**src/rtl/seg7_scan_driver.sv**
```systemverilog
// seg7_scan_driver: time-multiplexed driver for up to eight active-low
// common-anode 7-segment digits. Each rising edge of display_Freq advances
// one digit; every digit is preceded by a blanking gap of all anodes off.
// The displayed value, enables and decimal points are snapshotted once per
// frame at the start of digit 0's blanking gap.
//
// display_Freq is a level input sampled every Sys_Clk; a rising edge is only
// honoured while a digit is being shown. Edges landing in a blanking gap are
// dropped. All outputs are registered, so they trail the scan state by one
// Sys_Clk.
module seg7_scan_driver #(
  parameter int NUM_DIGITS   = 8,
  parameter int BLANK_CYCLES = 16,
  parameter bit LZ_BLANK     = 1'b0
) (
  input  logic        Sys_Clk,
  input  logic        rst_n,
  input  logic        display_Freq,
  input  logic [31:0] data,
  input  logic [7:0]  digit_en,
  input  logic [7:0]  dp_en,
  output logic [7:0]  AN,
  output logic [6:0]  SEG,
  output logic        DP,
  output logic        frame_done
);

  localparam int             CW         = $clog2(BLANK_CYCLES + 1);
  localparam logic [2:0]     LAST_IDX   = 3'(NUM_DIGITS - 1);
  localparam logic [CW-1:0]  BLANK_LAST = CW'(BLANK_CYCLES - 1);

  typedef enum logic {BLANK, SHOW} state_t;

  state_t        state, state_nxt;
  logic [2:0]    idx, idx_nxt;
  logic [CW-1:0] blank_cnt, blank_cnt_nxt;
  logic          df_q, tick;
  logic [31:0]   snap_data;
  logic [7:0]    snap_en, snap_dp;
  logic          snap_load;
  logic [3:0]    nibble;
  logic          suppress;
  logic [7:0]    an_nxt;
  logic [6:0]    seg_nxt;
  logic          dp_nxt, fd_nxt;

  // Active-low hex font, bit order {g,f,e,d,c,b,a}.
  function automatic logic [6:0] seg_decode(input logic [3:0] v);
    case (v)
      4'h0: seg_decode = 7'h40;
      4'h1: seg_decode = 7'h79;
      4'h2: seg_decode = 7'h24;
      4'h3: seg_decode = 7'h30;
      4'h4: seg_decode = 7'h19;
      4'h5: seg_decode = 7'h12;
      4'h6: seg_decode = 7'h02;
      4'h7: seg_decode = 7'h78;
      4'h8: seg_decode = 7'h00;
      4'h9: seg_decode = 7'h10;
      4'hA: seg_decode = 7'h08;
      4'hB: seg_decode = 7'h03;
      4'hC: seg_decode = 7'h46;
      4'hD: seg_decode = 7'h21;
      4'hE: seg_decode = 7'h06;
      default: seg_decode = 7'h0E;
    endcase
  endfunction

  assign tick   = display_Freq & ~df_q;
  assign nibble = snap_data[{idx, 2'b00} +: 4];

  // A digit above 0 is blank when it and every more-significant active nibble is zero.
  always_comb begin
    suppress = 1'b0;
    if (LZ_BLANK && idx != 3'd0) begin
      suppress = 1'b1;
      for (int i = 0; i < NUM_DIGITS; i++) begin
        if (3'(i) >= idx && snap_data[4*i +: 4] != 4'h0) suppress = 1'b0;
      end
    end
  end

  // Next-state and next-output logic for the BLANK/SHOW scan.
  always_comb begin
    state_nxt     = state;
    idx_nxt       = idx;
    blank_cnt_nxt = blank_cnt;
    snap_load     = 1'b0;
    an_nxt        = 8'hFF;
    seg_nxt       = 7'h7F;
    dp_nxt        = 1'b1;
    fd_nxt        = 1'b0;
    case (state)
      BLANK: begin
        blank_cnt_nxt = blank_cnt + CW'(1);
        snap_load     = (idx == 3'd0) && (blank_cnt == '0);
        if (blank_cnt == BLANK_LAST) state_nxt = SHOW;
      end
      SHOW: begin
        an_nxt[idx] = ~snap_en[idx];
        seg_nxt     = suppress ? 7'h7F : seg_decode(nibble);
        dp_nxt      = ~snap_dp[idx];
        if (tick) begin
          state_nxt     = BLANK;
          blank_cnt_nxt = '0;
          if (idx == LAST_IDX) begin
            idx_nxt = 3'd0;
            fd_nxt  = 1'b1;
          end else begin
            idx_nxt = idx + 3'd1;
          end
        end
      end
      default: state_nxt = BLANK;
    endcase
  end

  // Scan state, digit index, blank counter and edge-detect history.
  always_ff @(posedge Sys_Clk or negedge rst_n) begin
    if (!rst_n) begin
      state     <= BLANK;
      idx       <= 3'd0;
      blank_cnt <= '0;
      df_q      <= 1'b0;
    end else begin
      state     <= state_nxt;
      idx       <= idx_nxt;
      blank_cnt <= blank_cnt_nxt;
      df_q      <= display_Freq;
    end
  end

  // Per-frame snapshot of the value, enables and decimal points.
  always_ff @(posedge Sys_Clk or negedge rst_n) begin
    if (!rst_n) begin
      snap_data <= 32'h0;
      snap_en   <= 8'h0;
      snap_dp   <= 8'h0;
    end else if (snap_load) begin
      snap_data <= data;
      snap_en   <= digit_en;
      snap_dp   <= dp_en;
    end
  end

  // Registered board outputs; reset forces the display dark immediately.
  always_ff @(posedge Sys_Clk or negedge rst_n) begin
    if (!rst_n) begin
      AN         <= 8'hFF;
      SEG        <= 7'h7F;
      DP         <= 1'b1;
      frame_done <= 1'b0;
    end else begin
      AN         <= an_nxt;
      SEG        <= seg_nxt;
      DP         <= dp_nxt;
      frame_done <= fd_nxt;
    end
  end

endmodule

```
**config.mk**
```make
export PLATFORM = sky130hd
export DESIGN_NAME = seg7_scan_driver
export DESIGN_NICKNAME = d
export VERILOG_FILES = /design/src/rtl/seg7_scan_driver.sv
export SDC_FILE = /design/constraint.sdc
export NUM_CORES = 1
export LEC_CHECK = 0
export CAP_MARGIN = 30
export CORE_MARGIN = 2
export CORE_UTILIZATION = 47
export CTS_CLUSTER_SIZE = 20
export DETAILED_ROUTE_END_ITERATION = 10
export PLACE_DENSITY = 0.81
export SLEW_MARGIN = 20
export SYNTH_ARGS = -nofsm -noshare
export SYNTH_HDL_FRONTEND = slang
export SYNTH_SLANG_ARGS = --single-unit
```
**constraint.sdc**
```tcl
create_clock -name Sys_Clk -period 2.05 [get_ports Sys_Clk]
set_input_delay 0.41 -clock Sys_Clk [delete_from_list [all_inputs] [get_ports Sys_Clk]]
set_output_delay 0.41 -clock Sys_Clk [all_outputs]
set_load 0.05 [all_outputs]
```
## After elaboration in Yosys (flattened, before gate mapping)

Memory sizes are Yosys's and may differ from the RTL's.
Cells that the tools add are included.
W data, S select, Z words.

| operators by class | value |
|---|---|
| mux-type cells | 19 |
| magnitude comparators | 2 |
| reductions and logical operators | 5 |
| shifts and indexed selects | 1 |
| bitwise gates (word level) | 7 |
| equal/unequal tests | 3 |
| add/subtract/negate cells | 2 |

Operator list:

| kind | count |
|---|---|
| $shiftx A32 B6 Y4 | 1 |
| $mux W1 | 10 |
| $pmux W5 S2 | 1 |
| $mux W8 | 1 |
| $not A8 Y8 | 1 |
| $or A8 B8 Y8 | 1 |
| $mux W7 | 1 |
| $bmux W1 S3 | 2 |
| $add A5 B1 Y5 const B | 1 |
| $eq A5 B4 Y1 const B | 1 |
| $logic_not A5 Y1 | 1 |
| $mux W5 | 1 |
| $lt A3 B4 Y1 const B | 1 |
| $not A1 Y1 | 4 |
| $add A3 B1 Y3 const B | 1 |
| $demux W1 S3 | 1 |
| $eq A3 B3 Y1 const B | 1 |
| $ge A3 B1 Y1 const B | 1 |
| $logic_not A3 Y1 | 1 |
| $mux W3 | 1 |
| $logic_and A1 B1 Y1 | 2 |
| $ne A2 B1 Y1 const B | 1 |
| $pmux W1 S2 | 1 |
| $reduce_and A2 Y1 | 1 |
| $and A1 B1 Y1 | 1 |

| storage, ports and cells | value |
|---|---|
| register bits | 75 |
| logic and storage cells | 51 |
| memory bits (read-only) | 112 |
| output and inout bits | 17 |
| memories | 1 |

Memories:

| memory | words | width | read ports | clocked after Yosys merged registers in | write ports | line | RTL |
|---|---|---|---|---|---|---|---|
| (name not given) | 16 | 7 | 1 | 0 | 0 | 49 | `case (v)` |

## Depth between registers and ports, before layout

Gate-level depths: netlist of run 1.

| logic depth | value |
|---|---|
| depth after elaboration | 7 |
| mapped depth | 11 |

## Least setup slack after synthesis of run 1

OpenSTA, ideal clock, no wires.

| timing path | value |
|---|---|
| path type | flip-flop to flip-flop |
| from | register idx[1] |
| to | register SEG[6] |
| slack | -0.145 ns |
| arrival time | 2.101 ns |
| library setup time | 0.094 ns |
| required time | 1.956 ns |
| cell stages (with the launch flop) | 10 |
| cells stage by stage | dfrtp_1 -> mux2_4 -> mux4_2 -> a311oi_4 -> inv_2 -> ha_1 -> inv_1 -> nor2_2 -> a21oi_1 -> o221ai_1 |

| between the ends | value |
|---|---|
| cells in the longest elaborated chain, start to end | 3 |

Ends and longest elaborated chain:

| element | line | RTL |
|---|---|---|
| start: declaration | 35 | `logic [2:0] idx, idx_nxt;` |
| start signal: assignment | 127 | `idx <= idx_nxt;` |
| $shiftx A32 B6 Y4 | 70 | `assign nibble = snap_data[{idx, 2'b00} +: 4];` |
| $mem_v2 Z16 W7 | n/a |  |
| $mux W7 | 93 | `case (state)` |
| net seg_nxt[6] | 44 | `logic [6:0] seg_nxt;` |
| end signal: assignment | 155 | `SEG <= seg_nxt;` |
| end: declaration | 23 | `output logic [6:0] SEG,` |

The timed path passes the listed nets, and every way through them passes these cells.
A chain may end at the register's enable or synchronous reset.

## Worst setup path in the final report of run 1

| timing path | value |
|---|---|
| from | register idx[1] |
| to | register SEG[3] |

The elaborated chain is that of the path after synthesis.

==> results of run 1 <==
report_power, final:
| group | switching, uW | internal (uW) | total, uW |
|---|---|---|---|
| Clock | 566 | 595 | 1160 |
| Sequential | 350 | 2160 | 2510 |
| Combinational | 2250 | 2230 | 4480 |
| Total | 3170 | 4990 | 8160 |
per-layer routing:
layer / global-route usage [%] / wire length, um
met1: 23.0 / 3190
met2: 33.0 / 3910
met3: 5.11 / 323
met4: 7.95 / 161
met5: 0 / 0
worst max-delay path: cells and delay by family (launching register included):
kind,cells,cell delay [ps]
mux,3,950
compound gates,2,550
flops,1,420
buf+inv,2,240
fa+ha+maj,1,140
Yosys cell counts, drive strengths merged, types with 4 or more instances:
cell type / instances
inv: 11
dfrtp: 59
o21ai: 4
ha: 12
mux2: 55
nand3: 6
mux2i: 11
and3: 4
a21oi: 8
nor2b: 4
nand2: 11
buf: 12
nand4: 5
o221ai: 4
dfstp: 16
nor2: 16
per-stage QoR:
step	total power [uW]	util (%)	area [sq um]	std cells
6_report	8160	65.5	4730	466
5_1_grt	8680	65.5	4730	466
4_1_cts	7720	64.6	4660	463
3_5_place_dp	6260	60.9	4390	444
3_3_place_gp	6090	60.9	4390	444
2_1_floorplan	5120	-	3510	268
repair_timing:
action | 4_1_cts | 5_1_grt
pin swaps | 6 | 6
endpoints found under the setup margin | 7 | 7
buffers inserted | 3 | 3
resized for setup | 9 | 9
worst max path at each step:
stage	slack [ps]	startpoint	endpoint	cells after the start
final	-310	idx[1]	SEG[3]	8
after detailed placement	-230	idx[1]	SEG[6]	9
after global routing	-420	idx[1]	SEG[5]	9
after global placement	-190	idx[1]	SEG[5]	8
after CTS	-270	idx[1]	SEG[5]	8
after floorplan	-120	idx[1]	SEG[5]	8
area by class of cell:
cell class              count  share of cell area (%)
clock buffers              10                    2.91
clock inverters             6                    1.38
inverters                  12                    1.06
multi-input cells         167                    33.0
flip-flops and latches     75                    40.1
well taps                  99                    2.62
repair buffers             97                    18.9
cells in the final DEF (no fill, tap or decap), drive strengths merged, types with 6 or more instances in the layout:
master / netlist / final
a21oi: 8 / 8
buf: 12 / 47
clkbuf: 2 / 10
clkdlybuf4s50: 0 / 50
dfrtp: 59 / 59
dfstp: 16 / 16
ha: 12 / 12
inv: 11 / 11
mux2: 55 / 55
mux2i: 11 / 11
nand2: 11 / 11
nand3: 6 / 6
nor2: 16 / 16
sequential cells by signal (all words and copies together) (netlist names):
signal	count
df_q	1
snap_en	8
state	1
blank_cnt	5
frame_done	1
DP	1
AN	8
snap_data	32
idx	3
SEG	7
snap_dp	8
kinds of logic (layout without fill, tap and decap cells):
kind of cell             Yosys count  in the layout  share of synthesized area [%]
XOR/XNOR                           1              1                          0.251
AND/OR/NAND/NOR                   52             52                           7.27
AO/OA/AOI/OAI                     33             33                           7.09
buffers and inverters             26            125                           3.83
flip-flops                        75             75                           54.3
adder cells (fa/ha/maj)           12             12                           4.29
multiplexers                      69             69                           23.0
==> flow_metrics.env, run 1 <==
export IMPL_grt_antenna_before_repair=0
export IMPL_final_setup_viol_count=7
export IMPL_syn_to_final_growth_pct=35.2
export IMPL_fmax_ghz=0.424
export IMPL_num_vias=2482
export IMPL_dieArea_sq_um=8140
export IMPL_synthCells=268
export IMPL_fin_tns_setup_ps=-1950
export IMPL_row_count=31
export IMPL_yosys_warnings=0
export IMPL_ys_seq_elements=75
export IMPL_die_width_um=90.2
export IMPL_clkLatencyLatePin_ps=360
export IMPL_hold_viol=0
export IMPL_numCtsBuffers=9
export IMPL_grt_usage_pct=19.2
export IMPL_cts_htree_levels=3
export IMPL_whs_ps=38.3
export IMPL_nNetsFinal=425
export IMPL_clockRootBuffer="clkbuf_8"
export IMPL_cts_sinks=75
export IMPL_ys_top_cells_by_area="dfrtp_1, mux2_2, dfstp_2"
export IMPL_post_route_period_util_pct=115
export IMPL_ff_latch_area_sq_um=1900
export IMPL_initialDrtViolationCount=95
export IMPL_ctsHoldBuffers=0
export IMPL_drive_gt1_share_pct=41.7
export IMPL_crit_chain="mux2_4, mux4_2, a311oi_4, buf_4, ha_4, inv_4, mux2i_2, a2bb2oi_2"
export IMPL_synth_fp_nets=331
export IMPL_syn_area_sq_um=3500
export IMPL_r2r_slack_ps=-310
export IMPL_cp_required_ps=2340
export IMPL_synth_cell_type_count=44
export IMPL_hpwl_mm=5.40
export IMPL_synth_flop_cell="dfrtp_1"
export IMPL_drc_errors=0
export IMPL_path_clk_slew_ps=80
export IMPL_leakage_uw=0.00203
export IMPL_syn_avg_cell_area_sq_um=13.0
export IMPL_netlist_area_leader_share_pct=42.2
export IMPL_start_kind="register"
export IMPL_worst_slack_ps=-308
export IMPL_ir_drop_mv=0.705
export IMPL_synthArstFlopShare_pct=100
export IMPL_detailedPlace_worstSlack_ps=-235
export IMPL_synth_seq_area_share_pct=54.3
export IMPL_arrival_ps=2640
export IMPL_dieHeight_um=90.2
export IMPL_initial_utilization_pct=48.5
export IMPL_vias_per_cell=5.33
export IMPL_antenna_cells=0
export IMPL_gp_congestion=0.829
export IMPL_outcome="finished, violations left"
export IMPL_cts_tree="built"
export IMPL_grt_pass1_wl_mm=12.2
export IMPL_r2r_cells=8
export IMPL_period_needed_ps=2360
export IMPL_violations="negative setup slack"
export IMPL_critical_path_slowest_cell="mux4_2"
export IMPL_r2r_end="SEG[3]"
export IMPL_grt_pass1_vias=2591
export IMPL_cts_path_max_buffers=2
export IMPL_final_max_slew_viol_count=0
export IMPL_grt_max_degree=49
export IMPL_grt_remaining_overflow=0
export IMPL_fill_cells=544
export IMPL_multi_input_area_sq_um=1560
export IMPL_crit_path_max_fanout=5
export IMPL_synth_area_leader_cell="dfrtp_1"
export IMPL_wirelength_mm=7.58
export IMPL_worst_pin_slew_ps=551
export IMPL_port_buffers=67
export IMPL_cp_end_kind="register"
export IMPL_rr_startpoint="idx[1]"
export IMPL_drv_cap=0
export IMPL_worstHoldPathType="input port to asynchronous set/reset pin"
export IMPL_ios=68
export IMPL_crit_type="register to register"
export IMPL_skew_ps=7.59
export IMPL_core_area_sq_um=7210
export IMPL_p_per_area_nw_per_um2=1730
export IMPL_cpPeakStageDelay_ps=490
export IMPL_slew_headroom_pct=63.3
export IMPL_grt_setup_unrepaired="yes"
export IMPL_ant_nets=0
export IMPL_synth_edff_count=0
export IMPL_wl_per_cell_um=16.3
export IMPL_dr_pass1_iters=4
No activity file was read; power rests on OpenSTA's default activity.
==> inputs of run 2 (changes only) <==
Settings changed: CORE_MARGIN 2 to default.
==> flow_metrics.env, run 2 (synthesis results as in run 1) <==
export IMPL_outcome="finished, violations left"
export IMPL_violations="negative setup slack"
export IMPL_rr_startpoint="idx[1]"
export IMPL_leakage_uw=0.00200
export IMPL_num_vias=2384
export IMPL_syn_to_final_growth_pct=33.2
export IMPL_top_register="snap_data"
export IMPL_worstHoldPathType="input port to asynchronous set/reset pin"
export IMPL_initial_utilization_pct=48.5
export IMPL_nNetsFinal=418
export IMPL_antenna_cells=0
export IMPL_ctsHoldBuffers=0
export IMPL_path_clk_slew_ps=80
export IMPL_numCtsBuffers=9
export IMPL_port_buffers=67
export IMPL_grt_setup_unrepaired="yes"
export IMPL_drc_errors=0
export IMPL_grt_remaining_overflow=0
export IMPL_grt_usage_pct=20.3
export IMPL_ir_drop_mv=0.910
export IMPL_worst_pin_slew_ps=536
export IMPL_r2r_slack_ps=-290
export IMPL_drive_gt1_share_pct=39.7
export IMPL_clkLatencyLatePin_ps=350
export IMPL_period_needed_ps=2340
export IMPL_fill_cells=567
export IMPL_placed_area_sq_um=4360
export IMPL_r2r_end="SEG[0]"
export IMPL_initialDrtViolationCount=108
export IMPL_cp_end_kind="register"
export IMPL_wl_per_cell_um=15.5
export IMPL_ant_nets=0
export IMPL_p_per_area_nw_per_um2=1680
export IMPL_final_max_slew_viol_count=0
export IMPL_grt_pass1_wl_mm=11.7
export IMPL_core_area_sq_um=7210
export IMPL_critical_path_slowest_cell="mux4_2"
export IMPL_grt_antenna_before_repair=0
export IMPL_arrival_ps=2590
export IMPL_grt_busiest_layer="met2"
export IMPL_hold_viol=0
export IMPL_ios=68
export IMPL_dieHeight_um=88.2
export IMPL_worst_slack_ps=-288
export IMPL_cpPeakStageDelay_ps=500
export IMPL_final_cell_mix="dfrtp_1, mux2_2, clkdlybuf4s50_1, buf_4, dfstp_2"
export IMPL_cts_path_max_buffers=2
export IMPL_fmax_ghz=0.428
export IMPL_r2r_cells=8
export IMPL_grtUsageMet3_pct=4.29
export IMPL_final_cell_area_sq_um=4660
export IMPL_start_kind="register"
export IMPL_row_count=31
export IMPL_layout_commonest_cell="dfrtp_1"
export IMPL_cts_sinks=75
export IMPL_clockRootBuffer="clkbuf_8"
export IMPL_gp_congestion=0.851
export IMPL_crit_path_max_fanout=5
export IMPL_die_width_um=88.2
export IMPL_final_setup_viol_count=7
export IMPL_vias_per_cell=5.19
export IMPL_met2_usage_pct=32.9
export IMPL_dieArea_sq_um=7790
export IMPL_grt_max_degree=49
export IMPL_crit_chain="mux2_4, mux4_2, a311oi_4, buf_4, buf_4, ha_4, nor2_1, o311ai_2"
export IMPL_cp_num_buf_inv=2
export IMPL_skew_ps=4.89
export IMPL_wirelength_mm=7.10
export IMPL_grt_pass1_vias=2486
export IMPL_largest_reg_flops=32
export IMPL_drv_cap=0
export IMPL_crit_top_cell="buf_4"
export IMPL_stdcell_count=459
export IMPL_cp_required_ps=2300
export IMPL_post_route_period_util_pct=114
export IMPL_slew_headroom_pct=64.2
export IMPL_path_delay_family="multiplexers"
export IMPL_crit_type="register to register"
export IMPL_dr_pass1_iters=4
export IMPL_grtUsageMet1_pct=26.5
export IMPL_cts_tree="built"
export IMPL_placedCellCount=439
export IMPL_hpwl_mm=5.03
export IMPL_cts_htree_levels=3
run 2: changes by cell type in the layout (fill, tap and decap cells not counted), sizes merged:
cell         delta
buf             -9
clkbuf          +2
clkinv          -2
dlygate4sd2     +2
run 2: repair_timing:
action,CTS,global route
endpoints found under the setup margin,9,7
pin swaps,5,2
setup buffers,3,1
hold endpoints to repair,0,0
gates resized for setup,10,3
run 2: worst register-to-register path, stage by stage, from the launching register on:
cell and delay, ps:
dfrtp_1 420, mux2_4 300, mux4_2 500, a311oi_4 320
buf_4 170, buf_4 100, ha_4 130, nor2_1 50
o311ai_2 240
run 2: power breakdown:
group / leakage, uW / switching, uW / internal, uW
combinational: 0.00103 / 2070 / 2000
clock: 0.000108 / 538 / 658
sequential: 0.000864 / 364 / 2170
total: 0.00200 / 2970 / 4830
run 2: through the flow:
| stage | hold WS, ps | worst slack, ps | TNS, ps | util [%] | total power [uW] |
|---|---|---|---|---|---|
| after floorplan | 114 | -118 | -467 | - | 5120 |
| after global placement | 401 | -215 | -1160 | 60.4 | 6060 |
| after detailed placement | 402 | -280 | -1550 | 60.4 | 6210 |
| after CTS | 37.6 | -288 | -1600 | 64.2 | 7670 |
| after global routing | 63.0 | -380 | -2240 | 64.5 | 8290 |
| final | 36.2 | -288 | -1680 | 64.5 | 7800 |
run 2: cell type report:
class	count	area [sq um]	share of cell area, %
tap	99	124	2.66
clock buffer	12	165	3.55
inverter	12	45.0	0.967
sequential	75	1900	40.7
multi-input combinational	167	1540	33.1
timing repair buffer	90	838	18.0
clock inverter	4	47.5	1.02
run 2: how the worst max path moves through the flow:
| stage | from | end | cells after the start |
|---|---|---|---|
| floorplan | idx[1] | SEG[5] | 8 |
| global placement | idx[1] | SEG[5] | 8 |
| detailed placement | idx[1] | SEG[5] | 8 |
| CTS | idx[1] | SEG[5] | 8 |
| global route | idx[1] | SEG[0] | 10 |
| finish | idx[1] | SEG[0] | 8 |
run 2: metal layers:
metal	wire length [um]	vias to the layer above
li1	-	1126
met3	242	12
met5	0	-
met4	128	0
met2	3570	53
met1	3160	1193
